**config.mk**
```make
export PLATFORM = sky130hd
export DESIGN_NAME = fc_layer_sequencer
export DESIGN_NICKNAME = d
export VERILOG_FILES = /design/src/rtl/fc_pkg.sv /design/src/rtl/fc_mac_unit.sv /design/src/rtl/fc_layer_sequencer.sv
export SDC_FILE = /design/constraint.sdc
export NUM_CORES = 1
export LEC_CHECK = 0
export ABC_AREA = 1
export CAP_MARGIN = 20
export CORE_MARGIN = 2
export CORE_UTILIZATION = 55
export CTS_CLUSTER_DIAMETER = 120
export DETAILED_ROUTE_END_ITERATION = 16
export MAX_ROUTING_LAYER = met4
export PLACE_DENSITY_LB_ADDON = 0.25
export SLEW_MARGIN = 10
export SYNTH_ARGS = -nofsm -noshare
export SYNTH_HDL_FRONTEND = slang
export SYNTH_SLANG_ARGS = --single-unit
export TNS_END_PERCENT = 20
```
**constraint.sdc**
```tcl
create_clock -name clk -period 6.5 [get_ports clk]
set_input_delay 0.65 -clock clk [delete_from_list [all_inputs] [get_ports clk]]
set_output_delay 0.65 -clock clk [all_outputs]
set_load 0.02 [all_outputs]
```
**src/rtl/fc_pkg.sv**
```systemverilog
`default_nettype none
// ============================================================================
// Module   : fc_pkg
// Brief    : Shared types and constants for the fully-connected layer engine.
// Revision : 1.0
// ============================================================================
package fc_pkg;

    localparam logic [2:0] ST_IDLE   = 3'd0;
    localparam logic [2:0] ST_ADDR_X = 3'd1;
    localparam logic [2:0] ST_ADDR_W = 3'd2;
    localparam logic [2:0] ST_MAC    = 3'd3;
    localparam logic [2:0] ST_WRITE  = 3'd4;
    localparam logic [2:0] ST_DONE   = 3'd5;

    typedef enum logic [2:0] {
        S_IDLE   = ST_IDLE,
        S_ADDR_X = ST_ADDR_X,
        S_ADDR_W = ST_ADDR_W,
        S_MAC    = ST_MAC,
        S_WRITE  = ST_WRITE,
        S_DONE   = ST_DONE
    } fc_state_t;

    localparam int          FRAC_BITS = 8;
    localparam logic [15:0] SAT_MAX   = 16'h7FFF;
    localparam logic [15:0] SAT_MIN   = 16'h8000;

    // Unsigned bits needed to hold value; never less than 1.
    function automatic int bits_required(input int value);
        int n;
        n = 1;
        for (int k = 1; k < 31; k++) begin
            if (value >= (1 << k)) n = k + 1;
        end
        return n;
    endfunction

endpackage
`default_nettype wire

```
**src/rtl/fc_mac_unit.sv**
```systemverilog
`default_nettype none
// ============================================================================
// Module   : fc_mac_unit
// Brief    : Signed Q8.8 multiply-accumulate with Q8.8 shift/saturate output.
// Revision : 1.0
// ============================================================================
module fc_mac_unit
    import fc_pkg::*;
#(
    parameter int ACC_W = 36
) (
    input  logic        clk,
    input  logic        rst_n,
    input  logic        clr,
    input  logic        en,
    input  logic [15:0] a,
    input  logic [15:0] b,
    output logic [15:0] result
);

    logic signed [31:0]      w_prod;
    logic signed [ACC_W-1:0] w_prod_ext;
    logic signed [ACC_W-1:0] r_acc;
    logic signed [ACC_W-1:0] w_acc_next;
    logic signed [ACC_W-1:0] w_scaled;
    logic        [ACC_W-16:0] w_upper;

    assign w_prod     = $signed(a) * $signed(b);
    assign w_prod_ext = {{(ACC_W-32){w_prod[31]}}, w_prod};
    assign w_acc_next = en ? (r_acc + w_prod_ext) : r_acc;

    // Result reflects the accumulator including this cycle's product so the
    // sequencer can register it on the same edge as the final MAC.
    assign w_scaled = w_acc_next >>> FRAC_BITS;
    assign w_upper  = w_scaled[ACC_W-1:15];

    always_comb begin
        result = w_scaled[15:0];
        if (!((&w_upper) | ~(|w_upper))) begin
            result = w_scaled[ACC_W-1] ? SAT_MIN : SAT_MAX;
        end
    end

    always_ff @(posedge clk or negedge rst_n) begin
        if (!rst_n) begin
            r_acc <= '0;
        end else if (clr) begin
            r_acc <= '0;
        end else begin
            r_acc <= w_acc_next;
        end
    end

endmodule
`default_nettype wire

```
**src/rtl/fc_layer_sequencer.sv**
```systemverilog
`default_nettype none
// ============================================================================
// Module   : fc_layer_sequencer
// Brief    : Fully-connected layer RAM master: reads x and w, MACs, writes y.
// Revision : 1.0
// ============================================================================
module fc_layer_sequencer
    import fc_pkg::*;
#(
    parameter int FRT_CELL = 10,
    parameter int BCK_CELL = 5
) (
    input  logic        clk,
    input  logic        rst_n,
    input  logic        start,
    input  logic [15:0] in_base,
    input  logic [15:0] w_base,
    input  logic [15:0] out_base,
    output logic [15:0] ram_addr,
    output logic [15:0] ram_data,
    output logic        ram_we,
    input  logic [15:0] ram_q,
    output logic        busy,
    output logic        done
);

    localparam int ACC_W = 32 + bits_required(FRT_CELL);
    localparam int I_W   = bits_required(FRT_CELL - 1);
    localparam int J_W   = bits_required(BCK_CELL - 1);
    localparam logic [I_W-1:0] C_I_LAST = I_W'(FRT_CELL - 1);
    localparam logic [J_W-1:0] C_J_LAST = J_W'(BCK_CELL - 1);

    fc_state_t      r_state;
    fc_state_t      w_state_next;
    logic [I_W-1:0] r_i;
    logic [J_W-1:0] r_j;
    logic [15:0]    r_in_base;
    logic [15:0]    r_out_base;
    logic [15:0]    r_w_ptr;
    logic [15:0]    r_x;
    logic [15:0]    w_addr_next;
    logic [15:0]    w_data_next;
    logic           w_we_next;
    logic           w_busy_next;
    logic           w_done_next;
    logic           w_acc_clr;
    logic           w_acc_en;
    logic [15:0]    w_mac_result;
    logic           w_i_last;
    logic           w_j_last;

    assign w_i_last = (r_i == C_I_LAST);
    assign w_j_last = (r_j == C_J_LAST);

    fc_mac_unit #(
        .ACC_W (ACC_W)
    ) u_mac (
        .clk    (clk),
        .rst_n  (rst_n),
        .clr    (w_acc_clr),
        .en     (w_acc_en),
        .a      (r_x),
        .b      (ram_q),
        .result (w_mac_result)
    );

    always_ff @(posedge clk or negedge rst_n) begin
        if (!rst_n) begin
            r_state <= S_IDLE;
        end else begin
            r_state <= w_state_next;
        end
    end

    // Output values are chosen for the state being entered, so the registered
    // RAM port lines up with the state that owns it.
    always_comb begin
        w_state_next = r_state;
        w_addr_next  = 16'h0000;
        w_data_next  = 16'h0000;
        w_we_next    = 1'b0;
        w_busy_next  = 1'b1;
        w_done_next  = 1'b0;
        w_acc_clr    = 1'b0;
        w_acc_en     = 1'b0;
        case (r_state)
            S_IDLE: begin
                w_busy_next = 1'b0;
                if (start) begin
                    w_state_next = S_ADDR_X;
                    w_addr_next  = in_base;
                    w_busy_next  = 1'b1;
                    w_acc_clr    = 1'b1;
                end
            end
            S_ADDR_X: begin
                w_state_next = S_ADDR_W;
                w_addr_next  = r_w_ptr;
            end
            S_ADDR_W: begin
                w_state_next = S_MAC;
                w_addr_next  = r_w_ptr;
            end
            S_MAC: begin
                w_acc_en = 1'b1;
                if (w_i_last) begin
                    w_state_next = S_WRITE;
                    w_we_next    = 1'b1;
                    w_addr_next  = r_out_base + 16'(r_j);
                    w_data_next  = w_mac_result;
                end else begin
                    w_state_next = S_ADDR_X;
                    w_addr_next  = r_in_base + 16'(r_i) + 16'd1;
                end
            end
            S_WRITE: begin
                w_acc_clr = 1'b1;
                if (w_j_last) begin
                    w_state_next = S_DONE;
                    w_busy_next  = 1'b0;
                    w_done_next  = 1'b1;
                end else begin
                    w_state_next = S_ADDR_X;
                    w_addr_next  = r_in_base;
                end
            end
            S_DONE: begin
                w_state_next = S_IDLE;
                w_busy_next  = 1'b0;
            end
            default: begin
                w_state_next = S_IDLE;
                w_busy_next  = 1'b0;
            end
        endcase
    end

    always_ff @(posedge clk or negedge rst_n) begin
        if (!rst_n) begin
            ram_addr   <= 16'h0000;
            ram_data   <= 16'h0000;
            ram_we     <= 1'b0;
            busy       <= 1'b0;
            done       <= 1'b0;
            r_i        <= '0;
            r_j        <= '0;
            r_in_base  <= 16'h0000;
            r_out_base <= 16'h0000;
            r_w_ptr    <= 16'h0000;
            r_x        <= 16'h0000;
        end else begin
            ram_addr <= w_addr_next;
            ram_data <= w_data_next;
            ram_we   <= w_we_next;
            busy     <= w_busy_next;
            done     <= w_done_next;
            case (r_state)
                S_IDLE: begin
                    if (start) begin
                        r_in_base  <= in_base;
                        r_out_base <= out_base;
                        r_w_ptr    <= w_base;
                        r_i        <= '0;
                        r_j        <= '0;
                    end
                end
                // Weights are stored row-major in visit order, so one
                // linear pointer walks every w[j][i] across all rows.
                S_ADDR_W: begin
                    r_x     <= ram_q;
                    r_w_ptr <= r_w_ptr + 16'd1;
                end
                S_MAC: begin
                    if (!w_i_last) r_i <= r_i + I_W'(1);
                end
                S_WRITE: begin
                    r_i <= '0;
                    if (!w_j_last) r_j <= r_j + J_W'(1);
                end
                default: begin
                end
            endcase
        end
    end

endmodule
`default_nettype wire

```
==> impl_metrics.toml <==
[run_status]
status = "completed"

[route]
routedWlPerCell_um = 16.64
route.vias.total = 16962
antenna_left = 0
drc = 0
drt-initial-drc-count = 1220
dr.pass1.iters = 5
wirelength_um = 55170
vias_per_cell = 5.117

[finish]
drive_gt1_share_pct = 16.09
layout_commonest_cell = "inv_1"
final_cell_mix = "inv_1, nand2_1, fa_1, dfrtp_1, buf_4"
fillers = 3001
area_delta_synth_final_pct = 20.60
n_antenna_cell = 0
nets = 3336

[setup_path]
cpMaxStageDelayCell = "fa_2"
end_kind = "flop"
crit_start = "r_x[15]"
worstSetupPathType = "reg2reg"
cp_slowest_stage_delay_ns = 0.63
worst_setup_path_start_kind = "flop"
crit_fanout = 9
worstPathRequired_ns = 6.84
r2r_start = "r_x[15]"
cp.arrival_ns = 6.77

[placed_design]
hpwlAfterDp_um = 43630
routabilityCongestion = 0.9530
portBuffers = 101
pre_cts_ws_ns = -0.9348

[grt]
grt-busiest-layer = "met2"
met2_usage_pct = 50.57
track_usage_pct = 31.30
grt_util_met1_pct = 43.04
grt_pass1_wl_um = 91290
grt_max_degree = 88
grtUsageMet3_pct = 2.832
gr-total-overflow = 0
grt_pass1_vias = 17757
antenna_found_initial = 0

[yosys]
synth_fp_nets = 3144
synth_edf_count = 0
postSynthCellCount = 2642
synth_top_area_cell = "fa_1"
yosysWarnings = 0
syn_area_per_cell_sq_um = 7.631
synth_top_area_share_pct = 31.38
synth_area_sq_um = 20160
synthDistinctLibCells = 47
synth_flop_cell = "dfrtp_1"
synth_seq_area_share_pct = 18.00
async_flop_share_pct = 100.0
synth_area_leaders = "fa_1, dfrtp_1, nand2_1"
synth_seq_cells = 145

[cts]
clockRootBuffer = "clkbuf_16"
numClockSinks = 145
htree_levels = 4
cts_tree = "done"
clk_latency_ns = 0.45
clockBufferDepth = 2
clkSlewWorstSetupHoldPaths_ns = 0.08
cts_made_buffers = 17

[die]
die_h_um = 195.5
start_util_pct = 55.47
die-area_sq_um = 38200
die_width_um = 195.5
boundaryPins = 102
core_area_sq_um = 36350
row_count = 70

[timing]
period_minus_slack_ns = 6.434
finalSetupViolations = 0
layout_setup_ws_ns = 0.06593
fin_crit_sh_pct = 98.99
hold_viol_final = 0
fmax_ghz = 0.1554
whs_ns = 0.2429
fin_worst_skew_ns = 0.009593
finalMaxSlewViolations = 0
worst_pin_slew_ns = 0.9496
rsz0062_at_grt = "true"
tns_ns = 0
slew_headroom_pct = 36.30

[job]
drv_cap = 0

[hold_path]
hold_class = "in2async"
-- layer usage --
metal | up-vias | wire, um
met5 | - | 0
met4 | 0 | 1258
met3 | 93 | 2741
met2 | 527 | 26390
met1 | 8299 | 24790
li1 | 8043 | -
-- synth_stat cells (all sizes together), types with 4 or more instances --
master	n
a21oi	55
a31oi	4
buf	15
clkbuf	80
clkinv	7
dfrtp	145
fa	316
ha	119
inv	694
nand2	753
nand3	88
nand4	10
nor2	189
nor3	11
o2111ai	4
o211ai	4
o21ai	65
o221ai	8
o22ai	9
or2	19
xnor2	15
xor2	11
-- critical path: cells and delay by family, from the launching register on --
kind / cells / cell delay, ns
flip-flops: 1 / 0.48
AND/OR/NAND/NOR: 16 / 1.55
adder cells (fa/ha/maj): 7 / 3.46
buffers and inverters: 9 / 0.82
-- flip-flops by register name, indices dropped and copies added, names as in the netlist --
| name | count |
|---|---|
| ram_we | 1 |
| r_w_ptr | 16 |
| done | 1 |
| r_in_base | 16 |
| r_j | 3 |
| busy | 1 |
| u_mac.r_acc | 36 |
| ram_data | 16 |
| r_out_base | 16 |
| r_state | 3 |
| r_i | 4 |
| ram_addr | 16 |
| r_x | 16 |
-- repair_timing --
action | 4_1_cts | 5_1_grt
buffers inserted | 13 | 14
cloned | 1 | 1
endpoints found under the setup margin | 15 | 17
hold buffers | 0 | 0
pin swaps | 32 | 81
resized for setup | 83 | 144
-- final cells by class --
| cell class | count | area (sq um) | area share [%] |
|---|---|---|---|
| Sequential cell | 145 | 3635 | 14.95 |
| Tap cell | 468 | 585.6 | 2.408 |
| Timing Repair Buffer | 267 | 2529 | 10.40 |
| Multi-Input combinational cell | 1702 | 14340 | 58.96 |
| Inverter | 701 | 2634 | 10.83 |
| Clock buffer | 18 | 439.2 | 1.806 |
| Clock inverter | 14 | 156.4 | 0.6432 |
-- worst paths after layout --
kind / end / slack (ns) / cells past startpoint
hold reg to reg: r_out_base[2] / 0.49 / 2
min in group clk: r_out_base[2] / 0.49 / 2
max in group asynchronous: r_x[4] / 4.90 / 2
setup / recovery: ram_data[2] / 0.07 / 32
hold / removal: r_out_base[15] / 0.24 / 1
setup reg to reg: ram_data[2] / 0.07 / 32
-- per-stage QoR --
stage | instance area (sq um) | utilization, % | cells
floorplan | 20160 | - | 2642
global placement | 22560 | 62.07 | 3254
detailed placement | 22560 | 62.07 | 3254
CTS | 23710 | 65.24 | 3300
global route | 24310 | 66.90 | 3315
finish | 24310 | 66.90 | 3315
-- cells by family (layout without fill, tap and decap cells) --
kind of cell,after synthesis,count (layout),share of synthesized area (%)
AOI/OAI and AO/OA,162,162,4.605
xor gates and xnor gates,26,26,1.130
adders and majority gates,435,435,38.76
buffers and inverters,796,1000,15.06
DFF,145,145,18.00
and+or+nand+nor,1078,1079,22.44
Power is left out: the tool's default activity adds up to more than one toggle a clock period on the data nets, which glitch-free logic cannot reach.
